**config.mk**
```make
export PLATFORM = sky130hd
export DESIGN_NAME = src_switch_ctrl
export DESIGN_NICKNAME = d
export VERILOG_FILES = /design/src/rtl/src_sw_pkg.sv /design/src/rtl/src_switch_ctrl_gain_ramp.sv /design/src/rtl/src_switch_ctrl.sv
export SDC_FILE = /design/constraint.sdc
export NUM_CORES = 1
export LEC_CHECK = 0
export BUFFER_PORTS_ARGS = -buffer_cell sky130_fd_sc_hd__buf_2
export CORE_AREA = 2 2 39 41
export DETAILED_ROUTE_END_ITERATION = 8
export DIE_AREA = 0 0 41 43
export GPL_ROUTABILITY_DRIVEN = 0
export SYNTH_ARGS = -nofsm -noshare
export SYNTH_HDL_FRONTEND = slang
export SYNTH_SLANG_ARGS = --single-unit
```
**constraint.sdc**
```tcl
create_clock -name clk -period 0.8 [get_ports clk]
set_input_delay 0.08 -clock clk [delete_from_list [all_inputs] [get_ports clk]]
set_output_delay 0.08 -clock clk [all_outputs]
set_load 0.1 [all_outputs]
```
**src/rtl/src_sw_pkg.sv**
```systemverilog
// Shared constants and state type for the audio source-switch controller.
// Contents: source count, select/gain widths, fade step, settle length,
// and the switch-sequence state enum.
package src_sw_pkg;

  localparam int NUM_SRC  = 5;
  localparam int SEL_W    = 3;
  localparam int GAIN_W   = 8;
  localparam int GAIN_MAX = 2**GAIN_W - 1;  // unity gain
  localparam int STEP     = 8;              // gain change per sample_tick
  localparam int SETTLE   = 4;              // sample_ticks held at gain 0

  typedef enum logic [1:0] {
    IDLE,
    FADE_OUT,
    SWITCH,
    FADE_IN
  } sw_state_t;

endpackage

```
**src/rtl/src_switch_ctrl_gain_ramp.sv**
```systemverilog
// gain_ramp: saturating up/down gain stepper.
// Ports:
//   clk, rst_n  clock, asynchronous active-low reset (gain resets to GAIN_MAX)
//   tick        apply one step this cycle
//   dir         1 = ramp up toward GAIN_MAX, 0 = ramp down toward 0
//   gain        registered gain word
//   at_zero     the gain register holds 0 after this clock edge
//   at_max      the gain register holds GAIN_MAX after this clock edge
// The flags look at the value being loaded so the controller can change
// state in the same cycle the gain reaches a rail.
module gain_ramp
  import src_sw_pkg::*;
(
  input  logic              clk,
  input  logic              rst_n,
  input  logic              tick,
  input  logic              dir,
  output logic [GAIN_W-1:0] gain,
  output logic              at_zero,
  output logic              at_max
);

  localparam logic [GAIN_W:0] STEP_W = (GAIN_W+1)'(STEP);
  localparam logic [GAIN_W:0] MAX_W  = (GAIN_W+1)'(GAIN_MAX);

  logic [GAIN_W:0]   gain_w;
  logic [GAIN_W:0]   up_w;
  logic [GAIN_W:0]   dn_w;
  logic [GAIN_W-1:0] gain_nxt;

  // One extra bit on the arithmetic so neither direction can wrap.
  always_comb begin
    gain_w   = {1'b0, gain};
    up_w     = gain_w + STEP_W;
    dn_w     = gain_w - STEP_W;
    gain_nxt = gain;
    if (tick) begin
      if (dir) begin
        gain_nxt = (up_w > MAX_W) ? MAX_W[GAIN_W-1:0] : up_w[GAIN_W-1:0];
      end else begin
        gain_nxt = (gain_w > STEP_W) ? dn_w[GAIN_W-1:0] : '0;
      end
    end
    at_zero = (gain_nxt == '0);
    at_max  = (gain_nxt == MAX_W[GAIN_W-1:0]);
  end

  always_ff @(posedge clk or negedge rst_n) begin
    if (!rst_n) begin
      gain <= MAX_W[GAIN_W-1:0];
    end else begin
      gain <= gain_nxt;
    end
  end

endmodule

```
**src/rtl/src_switch_ctrl.sv**
```systemverilog
// src_switch_ctrl: sequences the 5:1 audio source mux select with a
// click-free fade-out -> switch -> settle -> fade-in, and emits the gain
// word applied downstream to the mux output.
// Build option: define SRC_SW_FADE_EN for the faded sequence; without it the
// select updates directly on accept and gain stays at unity.
// Ports:
//   clk          system clock
//   rst_n        asynchronous active-low reset
//   sample_tick  one-cycle audio sample strobe pacing every fade step
//   req_valid    source-change request valid (held until accepted)
//   req_sel      requested source index
//   req_ready    request accepted when req_valid && req_ready
//   mux_sel      select to the source mux
//   gain         gain word for the downstream scaler
//   busy         switch sequence in progress
//   err_pulse    one-cycle pulse for an accepted out-of-range req_sel
module src_switch_ctrl
  import src_sw_pkg::*;
(
  input  logic              clk,
  input  logic              rst_n,
  input  logic              sample_tick,
  input  logic              req_valid,
  input  logic [SEL_W-1:0]  req_sel,
  output logic              req_ready,
  output logic [SEL_W-1:0]  mux_sel,
  output logic [GAIN_W-1:0] gain,
  output logic              busy,
  output logic              err_pulse
);

  localparam logic [SEL_W:0] NUM_SRC_W = (SEL_W+1)'(NUM_SRC);

  logic accept;
  logic bad_sel;

  assign accept  = req_valid && req_ready;
  assign bad_sel = ({1'b0, req_sel} >= NUM_SRC_W);

`ifdef SRC_SW_FADE_EN

  localparam int                CNT_W       = $clog2(SETTLE + 1);
  localparam logic [CNT_W-1:0]  SETTLE_LAST = CNT_W'(SETTLE - 1);

  sw_state_t        state;
  sw_state_t        state_nxt;
  logic [SEL_W-1:0] pending;
  logic [CNT_W-1:0] settle_cnt;
  logic             start;
  logic             ramp_tick;
  logic             ramp_dir;
  logic             at_zero;
  logic             at_max;

  assign start     = accept && !bad_sel && (req_sel != mux_sel);
  // Ticks outside the fades are ignored by the ramp, holding gain steady.
  assign ramp_tick = sample_tick && ((state == FADE_OUT) || (state == FADE_IN));
  assign ramp_dir  = (state == FADE_IN);

  gain_ramp u_ramp (
    .clk     (clk),
    .rst_n   (rst_n),
    .tick    (ramp_tick),
    .dir     (ramp_dir),
    .gain    (gain),
    .at_zero (at_zero),
    .at_max  (at_max)
  );

  always_comb begin
    state_nxt = state;
    case (state)
      IDLE:     if (start)                                     state_nxt = FADE_OUT;
      FADE_OUT: if (ramp_tick && at_zero)                      state_nxt = SWITCH;
      SWITCH:   if (sample_tick && (settle_cnt == SETTLE_LAST)) state_nxt = FADE_IN;
      FADE_IN:  if (ramp_tick && at_max)                       state_nxt = IDLE;
      default:                                                 state_nxt = IDLE;
    endcase
  end

  always_ff @(posedge clk or negedge rst_n) begin
    if (!rst_n) begin
      state      <= IDLE;
      pending    <= '0;
      settle_cnt <= '0;
      mux_sel    <= '0;
      busy       <= 1'b0;
      req_ready  <= 1'b1;
      err_pulse  <= 1'b0;
    end else begin
      state     <= state_nxt;
      busy      <= (state_nxt != IDLE);
      req_ready <= (state_nxt == IDLE);
      err_pulse <= accept && bad_sel;
      if (start) begin
        pending <= req_sel;
      end
      // Held at zero in every other state, so SWITCH always starts counting from 0.
      if (state != SWITCH) begin
        settle_cnt <= '0;
      end else if (sample_tick) begin
        settle_cnt <= settle_cnt + CNT_W'(1);
      end
      if ((state == SWITCH) && (gain == '0)) begin
        mux_sel <= pending;
      end
    end
  end

`else

  logic unused_tick;
  assign unused_tick = sample_tick;

  assign req_ready = 1'b1;
  assign gain      = '1;
  assign busy      = 1'b0;

  always_ff @(posedge clk or negedge rst_n) begin
    if (!rst_n) begin
      mux_sel   <= '0;
      err_pulse <= 1'b0;
    end else begin
      err_pulse <= accept && bad_sel;
      if (accept && !bad_sel) begin
        mux_sel <= req_sel;
      end
    end
  end

`endif

endmodule

```
Word-level counts from Yosys, hierarchy flattened. Cells that the tools add are included.

Add/sub/neg operators: 0. Multipliers: 0. Divide/modulo/power cells: 0. Magnitude comparators: 1. Eq/ne operators: 0. Shift operators: 0. Muxes and demuxes: 0. Bitwise operators: 0. Reductions and logical operators: 3.

Operators by type and width (count): 3-bit greater-or-equal comparator, second input constant (1); 1-bit logical AND (2); 1-bit logical NOT (1).

Register bits after elaboration: 4. Bits in latches: 0. RAM bits: 0. Bits in read-only memories: 0. Bits of input ports: 7. Output and inout port bits: 14. Word-level logic and storage cells: 6. Memories: 0.

Depth between registers and ports, before layout. Gate-level depths: netlist (run 1).

Depth after elaboration: 3. Mapped depth: 2. Depth with buffers taken out: 2.

Worst setup path before layout (run 1). OpenSTA, ideal clock, no wires.

Path kind: register -> register. Start point: register mux_sel[2] (netlist name). End point: register mux_sel[2]. Arrival time: 1.150 ns. Data required time: 0.727 ns. Setup slack: -0.423 ns. Stages on the path, launching flop included: 3. Buffers on the path: 0. Clock period less this slack: 1.223 ns. Path through: dfrtp_1 -> inv_1 -> a21oi_2.

RTL lines: end signal: assignment (line src_switch_ctrl.sv:126) `mux_sel <= req_sel;`; end: declaration (line src_switch_ctrl.sv:26) `output logic [SEL_W-1:0] mux_sel,`.

Worst setup path after layout (run 1).
Start point: register mux_sel[0]. End point: output mux_sel[0].

No word-level cell between the ends.

==> results of run 1 <==
==> per-layer routing <==
metal / track usage / wire (um) / part of all wire
met5: 0 / 0 / 0
met4: 0.120 / 0 / 0
met3: 0.0314 / 42 / 0.097
met2: 0.0813 / 210 / 0.48
met1: 0.0779 / 179 / 0.41
==> cells in the mapped netlist, drive strengths merged <==
| master | n | area share |
|---|---|---|
| or3b | 1 | 0.034 |
| dfrtp | 4 | 0.39 |
| o211a | 1 | 0.039 |
| inv | 1 | 0.015 |
| conb | 2 | 0.029 |
| a21oi | 1 | 0.034 |
| nor2b | 3 | 0.073 |
| buf | 10 | 0.29 |
| a2bb2oi | 2 | 0.068 |
| nand2 | 2 | 0.029 |
==> timing repair <==
action | 4_1_cts | 5_1_grt
endpoints found under the setup margin | 4 | 6
endpoints found under the hold margin | 4 | 0
buffers inserted | 3 | 0
hold buffers | 1 | 0
==> where the power goes <==
part,switching [mW],internal (mW)
Sequential,0.0220,0.236
Clock,0.0742,0.167
Combinational,0.412,0.148
Total,0.508,0.551
==> state kept, by name, summed over array words and instances, names as in the netlist <==
| signal | count |
|---|---|
| mux_sel | 3 |
| err_pulse | 1 |
==> how the worst max path moves through the flow <==
| stage | start | to | slack (ns) | depth (start not counted) |
|---|---|---|---|---|
| final | mux_sel[0] | mux_sel[0] | -0.16 | 1 |
| after global routing | mux_sel[0] | mux_sel[0] | -0.19 | 1 |
| after CTS | mux_sel[0] | mux_sel[0] | -0.17 | 1 |
| after detailed placement | req_sel[1] | mux_sel[2] | 0.01 | 3 |
| after global placement | req_sel[1] | mux_sel[2] | 0.02 | 3 |
| after floorplan | mux_sel[2] | mux_sel[2] | -0.15 | 2 |
==> layout make-up <==
type / instances / share of cell area
Clock buffer: 3 / 0.0539
Tap cell: 16 / 0.0479
Multi-Input combinational cell: 20 / 0.260
Timing Repair Buffer: 15 / 0.365
Sequential cell: 4 / 0.263
Inverter: 1 / 0.00898
==> per-stage QoR <==
stage	hold slack [ns]	worst slack (ns)	power [mW]	util	instances
2_1_floorplan	-0.216	-0.149	0.687	-	35
3_3_place_gp	-0.116	0.0152	0.787	0.262	52
3_5_place_dp	-0.114	0.0120	0.789	0.262	52
4_1_cts	0.113	-0.171	1.07	0.302	59
5_1_grt	0.128	-0.194	1.13	0.302	59
6_report	0.124	-0.162	1.06	0.302	59
==> cell families (layout without fill, tap and decap cells) <==
family | after synthesis | in the layout | synth area share
AOI/OAI and AO/OA | 4 | 4 | 0.141
buffers and inverters | 11 | 19 | 0.306
DFF | 4 | 4 | 0.388
other | 2 | 10 | 0.0291
and+or+nand+nor | 6 | 6 | 0.136
==> impl_metrics.env, run 1 <==
export IMPL_slew_viol_final=0
export IMPL_hold_viol=0
export IMPL_r2r_start="mux_sel[0]"
export IMPL_cts_max_level=1
export IMPL_crit_family="flip-flops"
export IMPL_grt_util_all_layers=0.0745
export IMPL_leakagePower_nw=0.212
export IMPL_netlist_area_um2=258
export IMPL_antenna_found_initial=0
export IMPL_ff_latch_area_um2=110
export IMPL_grt_pass1_vias=201
export IMPL_worst_endpoint_arrival_ns=0.88
export IMPL_routed_wl_um=433
export IMPL_multiInputGateArea_um2=109
export IMPL_hold_end="err_pulse"
export IMPL_ioPinCount=21
export IMPL_critPathSlowestCell="dfrtp_4"
export IMPL_fp_row_count=14
export IMPL_worstSetupPathType="flip-flop to primary output"
export IMPL_fp_dieArea_mm2=0.00176
export IMPL_setup_tns_ns=-0.595
export IMPL_die_height_um=43
export IMPL_rsz0062_at_grt="yes"
export IMPL_path_clk_slew_ns=0.04
export IMPL_power_density_mw_per_mm2=2530
export IMPL_rr_endpoint="mux_sel[0]"
export IMPL_final_cell_mix="10 x conb_1, 5 x buf_2, 5 x buf_4, 4 x buf_12"
export IMPL_cts_buffers=3
export IMPL_holdCritPathClass="input pin to flip-flop"
export IMPL_first_pass_iters=2
export IMPL_drtIter0Drc=1
export IMPL_yosysWarnings=0
export IMPL_place_hpwl_um=332
export IMPL_viasPerCell=3.29
export IMPL_grt_max_degree=6
export IMPL_yosysSeqAreaShare=0.388
export IMPL_holdPathStages=2
export IMPL_vias=194
export IMPL_antenna_left=0
export IMPL_reg2reg_depth=2
export IMPL_cap_violations=0
export IMPL_min_period_ns=0.962
export IMPL_final_common_cell="conb_1"
export IMPL_fill_cells=153
export IMPL_cts_sink_count=4
export IMPL_grt_pass1_wl_um=745
export IMPL_n_antenna_cell=0
export IMPL_clk_latency_ns=0.23
export IMPL_min_from="req_valid"
export IMPL_ir_drop_mv=0.611
export IMPL_synth_cells=27
export IMPL_cp_max_fo=2
export IMPL_setup_viol=6
export IMPL_rrSetupSlack_ns=-0.06
export IMPL_failed_checks="setup timing"
export IMPL_cts_buffer_depth=2
export IMPL_cts_root_buf="clkbuf_4"
export IMPL_syn_area_per_cell_um2=9.55
export IMPL_cp_end_kind="primary output"
export IMPL_critPathBufInv=1
export IMPL_nNetsFinal=52
export IMPL_cts_tree="yes"
export IMPL_drc=0
export IMPL_fp_dieW_um=41
export IMPL_clock_fmax_ghz=1.04
export IMPL_fin_ws_ns=-0.162
export IMPL_initial_utilization=0.186
export IMPL_avgRoutedWirePerCell_um=7.34
export IMPL_area_growth_pct=62.1
export IMPL_clock_skew_ns=0
export IMPL_ys_types=10
export IMPL_worstPathCellList="buf_12"
export IMPL_cp_required_ns=0.72
export IMPL_final_cell_area_um2=418
export IMPL_ys_ff_latch=4
export IMPL_coreArea_mm2=0.00138
export IMPL_start_kind="flip-flop"
export IMPL_run_status="complete, but fails checks"
export IMPL_fin_crit_sh=1.20
export IMPL_grt_ovfl_total=0
export IMPL_placed_area_um2=363
export IMPL_drive_gt1_frac=0.512
export IMPL_cpPeakStageDelay_ns=0.48
export IMPL_cts_resized=0
export IMPL_port_buffers=9
(Power assumes the default switching activity.)
==> run 2, diff against run 1 <==
clock period = 1.12 ns   (was 0.8 ns; I/O delays follow)
==> impl_metrics.env, run 2 (same netlist as run 1, synthesis figures left out) <==
export IMPL_run_status="completed"
export IMPL_clock_fmax_ghz=1.06
export IMPL_cp_required_ns=1.01
export IMPL_holdCritPathClass="input pin to flip-flop"
export IMPL_fin_ws_ns=0.180
export IMPL_place_hpwl_um=346
export IMPL_coreArea_mm2=0.00138
export IMPL_setup_viol=0
export IMPL_cts_max_level=1
export IMPL_leakagePower_nw=0.189
export IMPL_pre_cts_ws_ns=0.276
export IMPL_worst_endpoint_arrival_ns=0.83
export IMPL_antenna_found_initial=0
export IMPL_vias=183
export IMPL_cp_max_fo=2
export IMPL_die_height_um=43
export IMPL_n_antenna_cell=0
export IMPL_nNetsFinal=47
export IMPL_fp_dieW_um=41
export IMPL_worstPathCellList="buf_12"
export IMPL_grt_pass1_wl_um=627
export IMPL_cts_buffers=3
export IMPL_p_sw_mw=0.370
export IMPL_routed_wl_um=434
export IMPL_critPathSlowestCell="dfrtp_2"
export IMPL_p_int_mw=0.383
export IMPL_worstSetupPathType="flip-flop to primary output"
export IMPL_avgRoutedWirePerCell_um=7.89
export IMPL_ioPinCount=21
export IMPL_grt_max_degree=6
export IMPL_fp_row_count=14
export IMPL_drive_gt1_frac=0.410
export IMPL_critPathBufInv=1
export IMPL_final_util=0.273
export IMPL_largest_register="mux_sel"
export IMPL_sw_frac_of_total=0.491
export IMPL_grt_ovfl_total=0
export IMPL_power_density_mw_per_mm2=1990
export IMPL_first_pass_iters=3
export IMPL_setup_tns_ns=0
export IMPL_rsz0062_at_grt="no"
export IMPL_cts_tree="yes"
export IMPL_area_growth_pct=46.6
export IMPL_path_clk_slew_ns=0.04
export IMPL_clock_skew_ns=0
export IMPL_cts_root_buf="clkbuf_4"
export IMPL_cpPeakStageDelay_ns=0.42
export IMPL_clkPwrFrac=0.263
export IMPL_slew_viol_final=0
export IMPL_grt_pass1_vias=173
export IMPL_fill_cells=153
export IMPL_cts_sink_count=4
export IMPL_fin_crit_sh=0.839
export IMPL_start_kind="flip-flop"
export IMPL_viasPerCell=3.33
export IMPL_cap_violations=0
export IMPL_ir_drop_mv=0.576
export IMPL_final_cell_mix="10 x conb_1, 5 x buf_2, 4 x buf_12"
export IMPL_hold_viol=0
export IMPL_fp_dieArea_mm2=0.00176
export IMPL_port_buffers=9
export IMPL_clk_latency_ns=0.24
export IMPL_initial_utilization=0.186
export IMPL_crit_family="flip-flops"
export IMPL_largest_register_ffs=3
export IMPL_antenna_left=0
export IMPL_drtIter0Drc=4
export IMPL_cts_resized=0
export IMPL_drc=0
export IMPL_cp_end_kind="primary output"
export IMPL_top_regs="mux_sel: 3 flops, err_pulse: 1 flops"
export IMPL_comb_power_share=0.498
export IMPL_final_common_cell="conb_1"
export IMPL_grt_util_all_layers=0.0616
export IMPL_power_frac_seq=0.239
export IMPL_min_period_ns=0.940
export IMPL_cts_buffer_depth=2
[run 2: cell count changes in the layout (fill, tap and decap cells not counted), sizes merged]
cell	before	now
clkbuf	3	4
buf	14	9
[run 2: power by group through the flow]
stage               Combinational (mW)  Sequential (mW)  Clock (mW)
finish                           0.375            0.180       0.198
CTS                              0.376            0.180       0.211
floorplan                        0.197            0.289           0
detailed placement               0.373            0.183           0
global placement                 0.372            0.183           0
global route                     0.385            0.181       0.213
[run 2: path summary, 6_finish.rpt]
kind                            start  slack, ns    endpoint  cells past startpoint
max                        mux_sel[0]       0.18  mux_sel[0]                      1
max in group asynchronous       rst_n       0.79  mux_sel[2]                      2
min                        req_sel[1]       0.15  mux_sel[0]                      3
min reg2reg                mux_sel[2]       0.57  mux_sel[2]                      2
min in group asynchronous       rst_n       0.20  mux_sel[0]                      2
max reg2reg                mux_sel[0]       0.43  mux_sel[0]                      1
[run 2: repair_timing]
item                       in CTS  in global routing
hold buffers                    1                  0
hold endpoints to repair        4                  0
setup buffers                   0                  0
setup endpoints to repair       0                  0
[run 2: per-stage QoR]
stage	area [um^2]	total power [mW]	hold slack (ns)	cells
finish	378	0.753	0.149	55
global route	378	0.779	0.153	55
CTS	378	0.767	0.142	55
detailed placement	342	0.556	-0.0827	50
global placement	342	0.555	-0.0813	50
floorplan	292	0.485	-0.184	35
[run 2: final cells by class]
| class | count | area, um^2 | share of cell area |
|---|---|---|---|
| multi-input cells | 20 | 109 | 0.288 |
| clock buffers | 4 | 26.3 | 0.0695 |
| well taps | 16 | 20.0 | 0.0530 |
| repair buffers | 10 | 115 | 0.305 |
| flip-flops and latches | 4 | 104 | 0.275 |
| inverters | 1 | 3.75 | 0.00993 |
[run 2: routing by layer]
| layer | part of all wire | vias up | GRT usage |
|---|---|---|---|
| li1 | - | 90 | - |
| met1 | 0.39 | 80 | 0.0754 |
| met2 | 0.46 | 11 | 0.0625 |
| met3 | 0.11 | 2 | 0.0157 |
| met4 | 0.032 | 0 | 0.100 |
| met5 | 0 | - | 0 |
==> run 3, diff against run 2 <==
clock period = 0.95 ns   (was 1.12 ns; I/O delays follow)
==> impl_metrics.env, run 3 (same netlist as run 1, synthesis figures left out) <==
export IMPL_leakagePower_nw=0.187
export IMPL_run_status="completed"
export IMPL_fp_dieW_um=41
export IMPL_viasPerCell=3.37
export IMPL_rrSetupSlack_ns=0.26
export IMPL_area_growth_pct=45.6
export IMPL_drtIter0Drc=1
export IMPL_pre_cts_ws_ns=0.131
export IMPL_hold_viol=0
export IMPL_critPathBufInv=1
export IMPL_cts_buffer_depth=2
export IMPL_cp_required_ns=0.85
export IMPL_min_period_ns=0.915
export IMPL_drc=0
export IMPL_grt_max_degree=6
export IMPL_drive_gt1_frac=0.447
export IMPL_fin_crit_sh=0.963
export IMPL_largest_register_ffs=3
export IMPL_r2r_start="mux_sel[0]"
export IMPL_setup_viol=0
export IMPL_clk_latency_ns=0.23
export IMPL_largest_register="mux_sel"
export IMPL_nNetsFinal=47
export IMPL_reg2reg_depth=1
export IMPL_coreArea_mm2=0.00138
export IMPL_antenna_left=0
export IMPL_critical_path_startpoint="mux_sel[0]"
export IMPL_ioPinCount=21
export IMPL_cap_violations=0
export IMPL_clock_skew_ns=0
export IMPL_worstSetupPathType="flip-flop to primary output"
export IMPL_cts_root_buf="clkbuf_4"
export IMPL_avgRoutedWirePerCell_um=7.87
export IMPL_cpPeakStageDelay_ns=0.41
export IMPL_n_antenna_cell=0
export IMPL_holdCritPathClass="input pin to flip-flop"
export IMPL_port_buffers=9
export IMPL_cp_end_kind="primary output"
export IMPL_slew_viol_final=0
export IMPL_grt_util_all_layers=0.0605
export IMPL_vias=182
export IMPL_worstPathCellList="buf_12"
export IMPL_start_kind="flip-flop"
export IMPL_cp_max_fo=2
export IMPL_critPathSlowestCell="dfrtp_2"
export IMPL_grt_pass1_wl_um=614
export IMPL_first_pass_iters=2
export IMPL_fp_dieArea_mm2=0.00176
export IMPL_clock_fmax_ghz=1.09
export IMPL_cts_sink_count=4
export IMPL_cts_resized=0
export IMPL_path_clk_slew_ns=0.04
export IMPL_final_common_cell="conb_1"
export IMPL_setup_tns_ns=0
export IMPL_crit_family="flip-flops"
export IMPL_cts_buffers=3
export IMPL_grt_pass1_vias=168
export IMPL_cts_tree="yes"
export IMPL_routed_wl_um=425
export IMPL_die_height_um=43
export IMPL_setup_worst_path_end="mux_sel[0]"
export IMPL_final_cell_mix="10 x conb_1, 5 x buf_2, 4 x dfrtp_2, 4 x buf_12"
export IMPL_fin_ws_ns=0.0352
export IMPL_cts_max_level=1
export IMPL_power_density_mw_per_mm2=2300
export IMPL_grt_ovfl_total=0
export IMPL_antenna_found_initial=0
export IMPL_top_regs="mux_sel: 3 flops, err_pulse: 1 flops"
export IMPL_rr_endpoint="mux_sel[0]"
export IMPL_crit_cells=1
export IMPL_rsz0062_at_grt="no"
export IMPL_fp_row_count=14
export IMPL_ir_drop_mv=0.662
export IMPL_place_hpwl_um=340
export IMPL_initial_utilization=0.186
export IMPL_worst_endpoint_arrival_ns=0.82
## run 3: worst min-delay path by stage
stage,start,to,slack [ns],cells past startpoint
after floorplan,rst_n,err_pulse,-0.20,0
after global placement,rst_n,err_pulse,-0.1,1
after detailed placement,rst_n,mux_sel[0],-0.1,1
after CTS,req_sel[1],mux_sel[0],0.13,3
after global routing,req_sel[1],mux_sel[0],0.14,3
final,req_valid,err_pulse,0.14,2
## run 3: layout make-up
| cell class | instances | area, um^2 |
|---|---|---|
| inverters | 1 | 3.75 |
| flip-flops and latches | 4 | 105 |
| multi-input cells | 20 | 109 |
| fillers | 152 | 1010 |
| clock buffers | 3 | 22.5 |
| repair buffers | 10 | 115 |
| well taps | 16 | 20.0 |
## run 3: timing repair
action,4_1_cts,5_1_grt
hold endpoints to repair,4,0
setup buffers,0,0
hold buffers,1,0
## run 3: power by group
part           switching [mW]  internal (mW)
Sequential             0.0191          0.194
Combinational           0.342          0.101
Clock                  0.0667          0.141
## run 3: layer usage
| metal | vias up | GRT usage | wire length, um |
|---|---|---|---|
| li1 | 89 | - | - |
| met1 | 80 | 0.0686 | 167 |
| met2 | 11 | 0.0656 | 196 |
| met3 | 2 | 0.0157 | 47 |
| met4 | 0 | 0.100 | 14 |
| met5 | - | 0 | 0 |
## run 3: stage by stage
step | instances | hold WS [ns] | utilization | cell area, um^2 | power [mW]
floorplan | 35 | -0.201 | - | 293 | 0.573
global placement | 50 | -0.0988 | 0.248 | 343 | 0.655
detailed placement | 50 | -0.0990 | 0.248 | 343 | 0.656
CTS | 54 | 0.132 | 0.271 | 375 | 0.880
global route | 54 | 0.143 | 0.271 | 375 | 0.899
finish | 54 | 0.139 | 0.271 | 375 | 0.863
